## src/rtl/tlb_pkg.sv

```systemverilog
// Shared types for the TLB / page-table-walker arbitration slice.
package tlb_pkg;

  typedef logic [7:0]  rqst_t;
  typedef logic [63:0] vadd_t;
  typedef logic [63:0] satp_t;

  typedef enum logic [1:0] {IDLE, BUSY, DRAIN} arb_state_e;

  localparam rqst_t RQST_NONE = 8'h00;

  // Index width for n ports; a single port still needs one bit.
  function automatic int unsigned idx_w(input int unsigned n);
    return (n > 1) ? $clog2(n) : 1;
  endfunction

endpackage

```

## src/rtl/tlb_rr_pick.sv

```systemverilog
// Combinational round-robin picker: first set bit of req strictly after ptr, wrapping.
module tlb_rr_pick import tlb_pkg::*; #(
  parameter int unsigned chn = 2,
  localparam int unsigned PW = idx_w(chn)
) (
  input  logic [chn-1:0] req,
  input  logic [PW-1:0]  ptr,
  output logic           valid,
  output logic [PW-1:0]  idx
);

  function automatic logic [PW-1:0] wrap(input int unsigned v);
    return PW'(v % chn);
  endfunction

  always_comb begin
    valid = 1'b0;
    idx   = '0;
    for (int unsigned k = 1; k <= chn; k++) begin
      if (!valid && req[wrap(32'(ptr) + k)]) begin
        valid = 1'b1;
        idx   = wrap(32'(ptr) + k);
      end
    end
  end

endmodule

```

## src/rtl/tlb_ptw_arbiter.sv

```systemverilog
// Round-robin share of one PTW port among chn TLB miss ports; abandoned walks are drained.
// Optional counters enabled by defining TLB_PTW_ARB_PERF_EN.
module tlb_ptw_arbiter import tlb_pkg::*; #(
  parameter int unsigned chn = 2
) (
  input  logic                  clk,
  input  logic                  rst,
  input  logic [255:0]          flush,
  input  rqst_t [chn-1:0]       s_rqst,
  input  vadd_t [chn-1:0]       s_vadd,
  input  satp_t [chn-1:0]       s_satp,
  output rqst_t [chn-1:0]       s_resp,
  output logic [chn-1:0][7:0]   s_perm,
  output logic [chn-1:0][63:0]  s_padd,
  output rqst_t                 m_rqst,
  output vadd_t                 m_vadd,
  output satp_t                 m_satp,
  input  rqst_t                 m_resp,
  input  logic [7:0]            m_perm,
  input  logic [63:0]           m_padd
`ifdef TLB_PTW_ARB_PERF_EN
  ,
  output logic [chn-1:0][31:0]  perf_grant,
  output logic [31:0]           perf_busy,
  output logic [31:0]           perf_drain
`endif
);

  localparam int unsigned PW = idx_w(chn);

  arb_state_e    state, state_nx;
  logic [PW-1:0] ptr, owner;
  rqst_t         hold_id;
  vadd_t         hold_vadd;
  satp_t         hold_satp;

  logic [chn-1:0] elig;
  logic           pick_valid;
  logic [PW-1:0]  pick_idx;
  logic           grant;
  logic           resp_hit;
  logic           abandon;

  for (genvar i = 0; i < chn; i++) begin : g_elig
    assign elig[i] = (s_rqst[i] != RQST_NONE) && !flush[s_rqst[i]];
  end

  tlb_rr_pick #(.chn(chn)) u_pick (
    .req   (elig),
    .ptr   (ptr),
    .valid (pick_valid),
    .idx   (pick_idx)
  );

  assign resp_hit = (m_resp != RQST_NONE);
  assign abandon  = flush[hold_id] || (s_rqst[owner] != hold_id);

  // A response wins over a same-cycle flush/withdraw; the requester filters it.
  always_comb begin
    state_nx = state;
    grant    = 1'b0;
    case (state)
      IDLE: begin
        if (pick_valid) begin
          grant    = 1'b1;
          state_nx = BUSY;
        end
      end
      BUSY: begin
        if (resp_hit)     state_nx = IDLE;
        else if (abandon) state_nx = DRAIN;
      end
      DRAIN: begin
        if (resp_hit) state_nx = IDLE;
      end
      default: state_nx = IDLE;
    endcase
  end

  always_ff @(posedge clk) begin
    if (rst) begin
      state     <= IDLE;
      ptr       <= '0;
      owner     <= '0;
      hold_id   <= RQST_NONE;
      hold_vadd <= '0;
      hold_satp <= '0;
    end else begin
      state <= state_nx;
      if (grant) begin
        owner     <= pick_idx;
        ptr       <= pick_idx;
        hold_id   <= s_rqst[pick_idx];
        hold_vadd <= s_vadd[pick_idx];
        hold_satp <= s_satp[pick_idx];
      end
    end
  end

  assign m_rqst = (state == BUSY && !resp_hit) ? hold_id : RQST_NONE;
  assign m_vadd = hold_vadd;
  assign m_satp = hold_satp;

  assign s_perm = {chn{m_perm}};
  assign s_padd = {chn{m_padd}};

  always_comb begin
    s_resp = '0;
    if (state == BUSY) s_resp[owner] = m_resp;
  end

`ifdef TLB_PTW_ARB_PERF_EN
  always_ff @(posedge clk) begin
    if (rst) begin
      perf_grant <= '0;
      perf_busy  <= '0;
      perf_drain <= '0;
    end else begin
      if (grant)                                perf_grant[pick_idx] <= perf_grant[pick_idx] + 32'd1;
      if (state != IDLE)                        perf_busy  <= perf_busy + 32'd1;
      if (state == BUSY && state_nx == DRAIN)   perf_drain <= perf_drain + 32'd1;
    end
  end
`endif

endmodule

```

## config.mk

```make
export PLATFORM = sky130hd
export DESIGN_NAME = tlb_ptw_arbiter
export DESIGN_NICKNAME = d
export VERILOG_FILES = /design/src/rtl/tlb_pkg.sv /design/src/rtl/tlb_rr_pick.sv /design/src/rtl/tlb_ptw_arbiter.sv
export SDC_FILE = /design/constraint.sdc
export NUM_CORES = 1
export LEC_CHECK = 0
export CAP_MARGIN = 20
export CORE_AREA = 2 2 356 358
export CTS_BUF_LIST = sky130_fd_sc_hd__clkbuf_4 sky130_fd_sc_hd__clkbuf_8
export CTS_CLUSTER_SIZE = 10
export DETAILED_ROUTE_END_ITERATION = 6
export DIE_AREA = 0 0 358 360
export PLACE_DENSITY_LB_ADDON = 0.25
export REMOVE_ABC_BUFFERS = 1
export SYNTH_ARGS = -nofsm -noshare
export SYNTH_HDL_FRONTEND = slang
export SYNTH_SLANG_ARGS = --single-unit
```

## constraint.sdc

```tcl
create_clock -name clk -period 6.2 [get_ports clk]
set_clock_uncertainty 0.15 [all_clocks]
set_input_delay 0.62 -clock clk [delete_from_list [all_inputs] [get_ports clk]]
set_output_delay 0.62 -clock clk [all_outputs]
set_load 0.02 [all_outputs]
```

# [Word-level counts from Yosys, hierarchy flattened]
# Index checks and enable logic that the tools add are counted.
[word_totals] register_bits=139 in_bits=610 out_inout_bits=296
[op_classes] addsub=2 n_lt_le_gt_ge=8 n_eq_ne=6 muxes=33 n_bitwise=1 reduce_logical=15
[ops] operator="$mux W64" n=4
[ops] operator="$mux W8" n=6
[ops] operator="$lt A8 B9 Y1 const B" n=3
[ops] operator="$bmux W1 S8" n=3
[ops] operator="$reduce_bool A8 Y1" n=3
[ops] operator="$and A16 B16 Y16" n=1
[ops] operator="$mux W16" n=1
[ops] operator="$mux W1" n=13
[ops] operator="$demux W8 S1" n=1
[ops] operator="$lt A1 B2 Y1 const B" n=4
[ops] operator="$mux W2" n=4
[ops] operator="$ne A8 B8 Y1" n=1
[ops] operator="$pmux W2 S3" n=1
[ops] operator="$logic_and A1 B1 Y1" n=5
[ops] operator="$logic_not A1 Y1" n=4
[ops] operator="$ne A2 B2 Y1 const B" n=2
[ops] operator="$ne A3 B3 Y1 const B" n=1
[ops] operator="$reduce_and A3 Y1" n=1
[ops] operator="$add A1 B1 Y1 const B" n=2
[ops] operator="$eq A2 B1 Y1 const B" n=1
[ops] operator="$eq A2 B2 Y1 const B" n=1
[ops] operator="$logic_not A2 Y1" n=1
[ops] operator="$ge A1 B1 Y1 const B" n=1
[ops] operator="$logic_or A1 B1 Y1" n=1

# [Logic depth before layout (Yosys ltp)]
# Gate-level depths: netlist (run 1).
[depth] word_depth=12 depth_mapped=16 ltp_nobuf=8

# [Cells and area by module]
# A second synthesis (run 1) with hierarchy kept.
[unflattened] hier_cells=1242 area_unflattened_um2=13768.2
[modules_own_cells] mod="tlb_ptw_arbiter" instances=1 cells_each=1240 area_per_inst_um2=13754.4 seq_area_each_um2=2782.7
[modules_own_cells] mod="tlb_rr_pick" instances=1 cells_each=2 area_per_inst_um2=13.8 seq_area_each_um2=0.0

# [Worst setup path after synthesis (run 1)]
# OpenSTA, ideal clock, no wires.
[synth_path] kind="input port to flip-flop" start="input s_rqst[0] (netlist name)" end="register hold_satp[40], in the netlist m_satp[40]" arrival_time_ps=3099 t_required_ps=5903 setup_slack_ps=2805 path_stages=14 path_cell_list="buf_6 -> buf_12 -> mux4_2 -> mux4_2 -> o211ai_2 -> a21oi_2 -> nor4_4 -> and3_1 -> buf_4 -> or2_1 -> buf_6 -> buf_12 -> buf_12 -> a311oi_2"
[synth_between] elab_chain_cells=12 elab_cells_between_ends=19
[synth_rtl] element="start: declaration" line="tlb_ptw_arbiter.sv:9" source="input rqst_t [chn-1:0] s_rqst,"
[synth_rtl] element="$bmux W1 S8" line="tlb_ptw_arbiter.sv:45" source="assign elig[i] = (s_rqst[i] != RQST_NONE) && !flush[s_rqst[i]];"
[synth_rtl] element="$mux W1 (not written as such)" line="tlb_ptw_arbiter.sv:45"
[synth_rtl] element="$logic_not A1 Y1" line="tlb_ptw_arbiter.sv:45"
[synth_rtl] element="$logic_and A1 B1 Y1 *" line="tlb_ptw_arbiter.sv:45"
[synth_rtl] element="$mux W1 (not written as such) (2 in a row)" line="tlb_rr_pick.sv:20" source="if (!valid && req[wrap(32'(ptr) + k)]) begin"
[synth_rtl] element="$mux W1" line="tlb_rr_pick.sv:20"
[synth_rtl] element="$logic_not A1 Y1" line="tlb_rr_pick.sv:20"
[synth_rtl] element="$logic_and A1 B1 Y1" line="tlb_rr_pick.sv:20"
[synth_rtl] element="$mux W1" line="tlb_rr_pick.sv:20"
[synth_rtl] element="$mux W64 (not written as such) / $mux W1 (equally long branches)" line="tlb_ptw_arbiter.sv:95, tlb_ptw_arbiter.sv:64"
[synth_rtl] element="$mux W64 (not written as such) / $mux W1 (equally long branches)" line="tlb_ptw_arbiter.sv:95, tlb_ptw_arbiter.sv:62"
[synth_rtl] element="end signal: assignment" line="tlb_ptw_arbiter.sv:95" source="hold_satp <= s_satp[pick_idx];"
[synth_rtl] element="end: declaration" line="tlb_ptw_arbiter.sv:35" source="satp_t hold_satp;"
# Every way passes the cells marked *; elsewhere a longest branch is shown, timed or not. The select of a mux whose other input is x is not followed.
# A chain may end at the register's enable or synchronous reset.

# [Final worst setup path (run 1)]
[layout_path] start="input s_rqst[0] (netlist name)" end="register hold_satp[41], in the netlist m_satp[41]"
# The elaborated chain is that of the path after synthesis.

==> impl_results.md, run 1 <==
* Net switching fraction of the power at 45.01%
* Layout area overhead at 49.20%
* Seq/Total Area, Yosys at 18.13%
* Worst-path clk slew at 120 ps
* # Max-Cap Violations at 0
* Met1 Track Usage GR at 20.21%
* Final hold viol count at 0
* Gr usage total at 16.50%
* Worst-margin pin slew at 1038 ps
* Fin nets at 2543
* Detailed Routing Iterations Pass 1 at 5
* Slew HR at 30.72%
* Post-CTS sizing at 0
* Mux cell area share after synthesis at 33.33%
* Total power at 5.341 mW
* Share of layout cells above drive strength 1 at 18.71%
* Sequential share of power at 25.0%
* Crit-path max FO at 54
* Largest area contributor in the netlist: mux4_2
* Drt initial violations at 1378
* Leakage at 7.081 nW
* Period utilization at 73.24%
* Outcome: complete, no violations
* Hold Crit Class: reg2reg
* Port buffer count at 689
* Layer with the highest usage: met2
* Grt ovf at 0
* VDD IR max at 120.1 µV
* Dominant cell by count in the synthesized netlist: mux4_2
* Detailed-route via count at 16.14k
* Met2 global-route usage at 24.08%
* Peak Freq at 220.2 MHz
* Final setup vio count at 0
* Req. time, crit path at 6470 ps
* Worst-case clock buffer depth at 2
* CORE AREA at 124900 µm²
* Synth Warn # at 0
* Slew Limit Fails at 0
* Root buf cell: clkbuf_8
* Initial antenna violation count at 17
* Cells after synthesis at 1520
* Fillers at 13.88k
* Die height at 360 µm
* Top post-synthesis cells by count: mux4_2, buf_4, nand3_1, nor3_1, dfxtp_1
* Area contributors post-synth: mux4_2, dfxtp_1, buf_4
* Die span in x at 358 µm
* Clock power share at 16.1%
* CP top delay family: simple AND/OR/NAND/NOR gates
* Slowest cell on the critical path: buf_4
* Ys flop type: dfxtp_1
* Pwr dens at 233.2 nW/µm²
* Asr flop ratio synth at 0%
* # placed instances at 3564
* Max incr delay on CP at 740 ps
* Netlist cell types at 69
* R2R setup slack at 2090 ps
* Synthesized cell area at 15350 µm²
* XOR/XNOR Fraction of Synth Area at 0.4565%
* Io pins at 906
* Crit path launch type: primary input
* Syn avg cell area at 10.10 µm²
* Hold_ws at 436.8 ps
* Number of synthesized flops with an enable pin at 0
* Setup bufs post-CTS at 0
* Final HPWL DP at 85410 µm
* M3 GR Usage at 9.820%
* CTS sink cnt at 139
* Vias in the first global route at 16.52k
* Comb power frac at 58.9%
* Routed wire length at 110000 µm
* Die area at 128900 µm²
* Finished Layout Cells at 3608
* Buf/Inv on CP at 2
* TritonCTS buffer count at 17
* First-pass GRT wire length at 147900 µm
* Min Tclk post-route at 4541 ps
* Cts hold-fix bufs at 0
* Starting Density at 12.29%
* TritonCTS clock tree: yes
* WS Path Type: in2reg
* Largest net degree at the start of global routing at 92
* Crit end category: flip-flop
* RSZ-0062 raised after global routing: false
* Post-synthesis register bit count at 139
* Worst-path cell chain: buf_4, mux4_2, mux4_2, o211ai_2, a21oi_2, nor4_4, and3_4, or2_4, buf_12, a311oi_2
* Post-synthesis compound-gate area fraction at 17.99%
* Share of the synthesized area in the top cell type at 29.79%
* Adder and majority cell fraction of the synthesized area at 0%
* Drt via density at 4.473
* H-tree levels at 4
* Routability Congestion at 0.8360
* Synth Area in Simple Gates at 14.47%
* Drt drc at 0
* Wire length per cell at 30.49 µm
* NetSw at 2.404 mW
* Cell Int Power at 2.937 mW
* Most used cell, CP: mux4_2
* Row count at 130
* Largest family of logic cells by synthesized area: multiplexers
* Post-route ant nets at 0
* WP data arrival at 4810 ps
* Worst-Skew Late Latency at 580 ps
-- path summary, 6_finish.rpt --
kind / startpoint / endpoint / depth (start not counted)
setup / recovery: s_rqst[0] / m_satp[41]$_SDFFE_PP0P_ / 10
hold / removal: state[1]$_SDFFE_PP0P_ / state[1]$_SDFFE_PP0P_ / 2
setup reg to reg: hold_id[0]$_SDFFE_PP0P_ / state[1]$_SDFFE_PP0P_ / 9
hold reg to reg: state[1]$_SDFFE_PP0P_ / state[1]$_SDFFE_PP0P_ / 2
-- cell usage in the layout (no fill, tap or decap), types with 4 or more instances in the layout --
cell             count
nor2_1              19
inv_8                6
a311oi_2            49
inv_6                4
clkbuf_8            17
nor4_1               5
dfxtp_1            136
diode_2             12
clkdlybuf4s50_1    682
a311oi_1            92
nand2b_1             7
nor2b_1             15
nand3_1            155
mux4_2             203
o21ai_0            136
buf_12              12
o21ai_1              6
buf_4               38
nand2_1             18
a21oi_1              7
xor2_1               5
a22oi_1             16
nor3_1             145
and2_1              26
inv_1                7
o22ai_1              6
mux2_2               5
mux2i_1             46
nand4_1              7
-- flip-flops by register name, indices dropped and copies added, names as in the netlist --
signal	flops
owner	1
hold_id	8
m_vadd	64
state	2
m_satp	64
-- per-layer routing --
metal  wire [µm]  share of wire [%]  vias up
met5         828               0.75        -
met4        1717                1.6       18
met3       14450                 13      106
met2       47230                 43     1007
met1       45780                 42     8196
li1            -                  -     6810
-- cell families (layout without fill, tap and decap cells) --
kind of cell / after synthesis / count (layout)
compound gates: 347 / 347
buf+inv: 348 / 774
xor+xnor: 8 / 8
flops: 139 / 139
simple gates: 423 / 423
mux: 255 / 255
other cells: 0 / 12
-- per-stage QoR --
step	instance area (µm²)	setup slack, ps	utilization [%]	setup TNS (ps)
floorplan	12980	-1970	-	-262330
finish	22900	1659	18.33	0
CTS	22870	1674	18.31	0
detailed placement	22460	989.0	17.98	0
global route	22890	1452	18.33	0
global placement	22460	1007	17.98	0
-- worst reg2reg max path, cell delays in order, from the launching register on --
cell and delay [ps]:
dfxtp_4 860, buf_4 520, mux4_2 580, mux4_2 540
a22oi_1 210, a311oi_1 110, a311oi_1 310, nand4_1 380
a21bo_2 310, a21oi_1 100
-- power groups by stage --
stage,Combinational [mW],Clock [mW],Sequential (mW)
detailed placement,3.17,0,1.36
finish,3.15,0.857,1.34
global placement,3.18,0,1.36
CTS,3.18,0.920,1.34
floorplan,1.34,0,1.57
global route,3.34,0.941,1.37
-- final cells by class --
| cell class | count | area (µm²) | area share [%] |
|---|---|---|---|
| flip-flops and latches | 139 | 2791 | 12.19 |
| inverters | 7 | 26.28 | 0.1147 |
| diodes | 12 | 30.03 | 0.1311 |
| repair buffers | 735 | 7373 | 32.20 |
| multi-input cells | 1033 | 10210 | 44.57 |
| well taps | 1650 | 2064 | 9.015 |
| clock buffers | 17 | 234.0 | 1.022 |
| clock inverters | 15 | 172.7 | 0.7540 |
Note: power is estimated with default switching activity, not from simulation.
==> inputs of run 2 (changes only) <==
==> constraint.sdc (replaced) <==
create_clock -name clk -period 3.69 [get_ports clk]
set_clock_uncertainty 0.15 [all_clocks]
set_input_delay 0.369 -clock clk [delete_from_list [all_inputs] [get_ports clk]]
set_output_delay 0.369 -clock clk [all_outputs]
set_load 0.02 [all_outputs]
==> impl_results.md, run 2 (synthesized netlist as in run 1, its figures left out) <==
* Die height at 360 µm (unchanged)
* H-tree levels at 4 (unchanged)
* WS Path Type: in2reg (unchanged)
* Max incr delay on CP at 500 ps (was 740 ps)
* Detailed Routing Iterations Pass 1 at 5 (unchanged)
* # Max-Cap Violations at 0 (unchanged)
* Worst-path cell chain: clkdlybuf4s50_1, buf_12, nor2b_1, buf_4, buf_4, a22oi_1, nand2_1, nand3_1, a32o_1, buf_4, buf_4, nand3_4, buf_12, nand3_1, a311oi_1 (was buf_4, mux4_2, mux4_2, o211ai_2, a21oi_2, nor4_4, and3_4, or2_4, buf_12, a311oi_2)
* CTS sink cnt at 139 (unchanged)
* Met2 global-route usage at 24.99% (was 24.08%)
* TritonCTS clock tree: yes (unchanged)
* VDD IR max at 201.0 µV (was 120.1 µV)
* First-pass GRT wire length at 149300 µm (was 147900 µm)
* Leakage at 8.336 nW (was 7.081 nW)
* Largest net degree at the start of global routing at 68 (was 92)
* Setup WS post-layout at 219.1 ps (was 1659 ps)
* Crit-path max FO at 42 (was 54)
* Starting Density at 12.29% (unchanged)
* Detailed-route via count at 16.90k (was 16.14k)
* Peak Freq at 288.1 MHz
* Leading cell type in the layout, fill and taps excluded: clkdlybuf4s50_1 (unchanged)
* # placed instances at 3775 (was 3564)
* Grt ovf at 0 (unchanged)
* Slew Limit Fails at 0 (unchanged)
* Worst setup startpoint: s_rqst[3] (was s_rqst[0])
* Slowest cell on the critical path: clkdlybuf4s50_1 (was buf_4)
* Drt initial violations at 1221 (was 1378)
* Post-route cell area at 25130 µm² (was 22900 µm²)
* Setup bufs post-CTS at 0 (unchanged)
* Port buffer count at 689 (unchanged)
* Req. time, crit path at 4040 ps (was 6470 ps)
* Post-route ant nets at 0 (unchanged)
* Cts hold-fix bufs at 0 (unchanged)
* Worst-path clk slew at 120 ps (about the same)
* Final HPWL DP at 90930 µm (was 85410 µm)
* Outcome: complete, no violations (unchanged)
* CP top delay family: buffers and inverters (was simple AND/OR/NAND/NOR gates)
* Finished Layout Cells at 3817 (was 3608)
* Layer with the highest usage: met2 (unchanged)
* Io pins at 906 (unchanged)
* RR Startpoint: hold_id[0]$_SDFFE_PP0P_ (unchanged)
* Hold_ws at 106.5 ps (was 436.8 ps)
* M3 GR Usage at 9.455% (was 9.820%)
* Die span in x at 358 µm (unchanged)
* Slew HR at 48.47% (was 30.72%)
* Hold path startpoint: rst (was state[1]$_SDFFE_PP0P_)
* Final setup vio count at 0 (unchanged)
* Post-CTS sizing at 0 (unchanged)
* Drt drc at 0 (unchanged)
* Leading cell types in the layout, fill and taps excluded: clkdlybuf4s50_1, mux4_2, buf_4, nand3_1, nor3_1 (was clkdlybuf4s50_1, mux4_2, nand3_1, nor3_1)
* Most used cell, CP: buf_4 (was mux4_2)
* Fin nets at 2754 (was 2543)
* Wire length per cell at 29.08 µm (was 30.49 µm)
* Drt via density at 4.428 (was 4.473)
* Root buf cell: clkbuf_8 (unchanged)
* Gr usage total at 16.67% (was 16.50%)
* Min Tclk post-route at 3471 ps
* Period utilization at 94.06%
* RSZ-0062 raised after global routing: false (unchanged)
* CORE AREA at 124900 µm² (unchanged)
* WP data arrival at 3820 ps (was 4810 ps)
* Setup slack at placement at -355.5 ps (was 989.0 ps)
* Post-Route Setup TNS at 0 ps (unchanged)
* Hold Crit Class: in2reg (was reg2reg)
* Worst-margin pin slew at 770.1 ps (was 1038 ps)
* Share of layout cells above drive strength 1 at 26.66% (was 18.71%)
* Pwr dens at 383.1 nW/µm² (was 233.2 nW/µm²)
* Post-DP Area at 24670 µm² (was 22460 µm²)
* Row count at 130 (unchanged)
* Vias in the first global route at 17.38k (was 16.52k)
* TritonCTS buffer count at 17 (unchanged)
* Die area at 128900 µm² (unchanged)
* Crit end category: flip-flop (unchanged)
* Worst-Skew Late Latency at 560 ps (was 580 ps)
* Layout area overhead at 63.70% (was 49.20%)
* Crit path launch type: primary input (unchanged)
* Routed wire length at 111000 µm (was 110000 µm)
* Initial antenna violation count at 13 (was 17)
* Fillers at 13.73k (was 13.88k)
* Routability Congestion at 0.8552 (was 0.8360)
* Final hold viol count at 0 (unchanged)
* Met1 Track Usage GR at 20.34% (was 20.21%)
* Worst-case clock buffer depth at 2 (unchanged)
* Buf/Inv on CP at 7 (was 2)
[run 2: report_power, final]
| part | switching, mW | total (mW) | internal, mW |
|---|---|---|---|
| Sequential | 0.301 | 2.16 | 1.86 |
| Clock | 0.852 | 1.49 | 0.637 |
| Combinational | 3.00 | 5.97 | 2.98 |
[run 2: final cells by class]
cell class / instances / area, µm² / area share (%)
sequential: 139 / 2791 / 11.11
clock inverter: 15 / 193.9 / 0.7719
antenna: 10 / 25.02 / 0.09960
inverter: 7 / 26.28 / 0.1046
multi-input combinational: 1033 / 10210 / 40.63
timing repair buffer: 946 / 9583 / 38.14
tap: 1650 / 2064 / 8.217
clock buffer: 17 / 234.0 / 0.9312
[run 2: per-stage QoR]
| stage | utilization (%) | power [mW] |
|---|---|---|
| 2_1_floorplan | - | 4.883 |
| 3_3_place_gp | 19.75 | 8.250 |
| 3_5_place_dp | 19.75 | 8.240 |
| 4_1_cts | 20.09 | 9.799 |
| 5_1_grt | 20.11 | 10.16 |
| 6_report | 20.11 | 9.627 |
[run 2: worst paths after layout]
check	to	slack, ps	cells past startpoint
setup / recovery	m_vadd[35]$_SDFFE_PP0P_	220	15
hold / removal	m_satp[56]$_SDFFE_PP0P_	110	2
setup reg to reg	state[1]$_SDFFE_PP0P_	250	10
hold reg to reg	owner$_SDFFE_PP0P_	450	3
[run 2: metal layers]
layer / vias to the layer above / part of all wire, % / wire, µm
li1: 7248 / - / -
met1: 8559 / 41 / 45700
met2: 981 / 44 / 48650
met3: 96 / 13 / 14370
met4: 18 / 1.4 / 1509
met5: - / 0.70 / 779
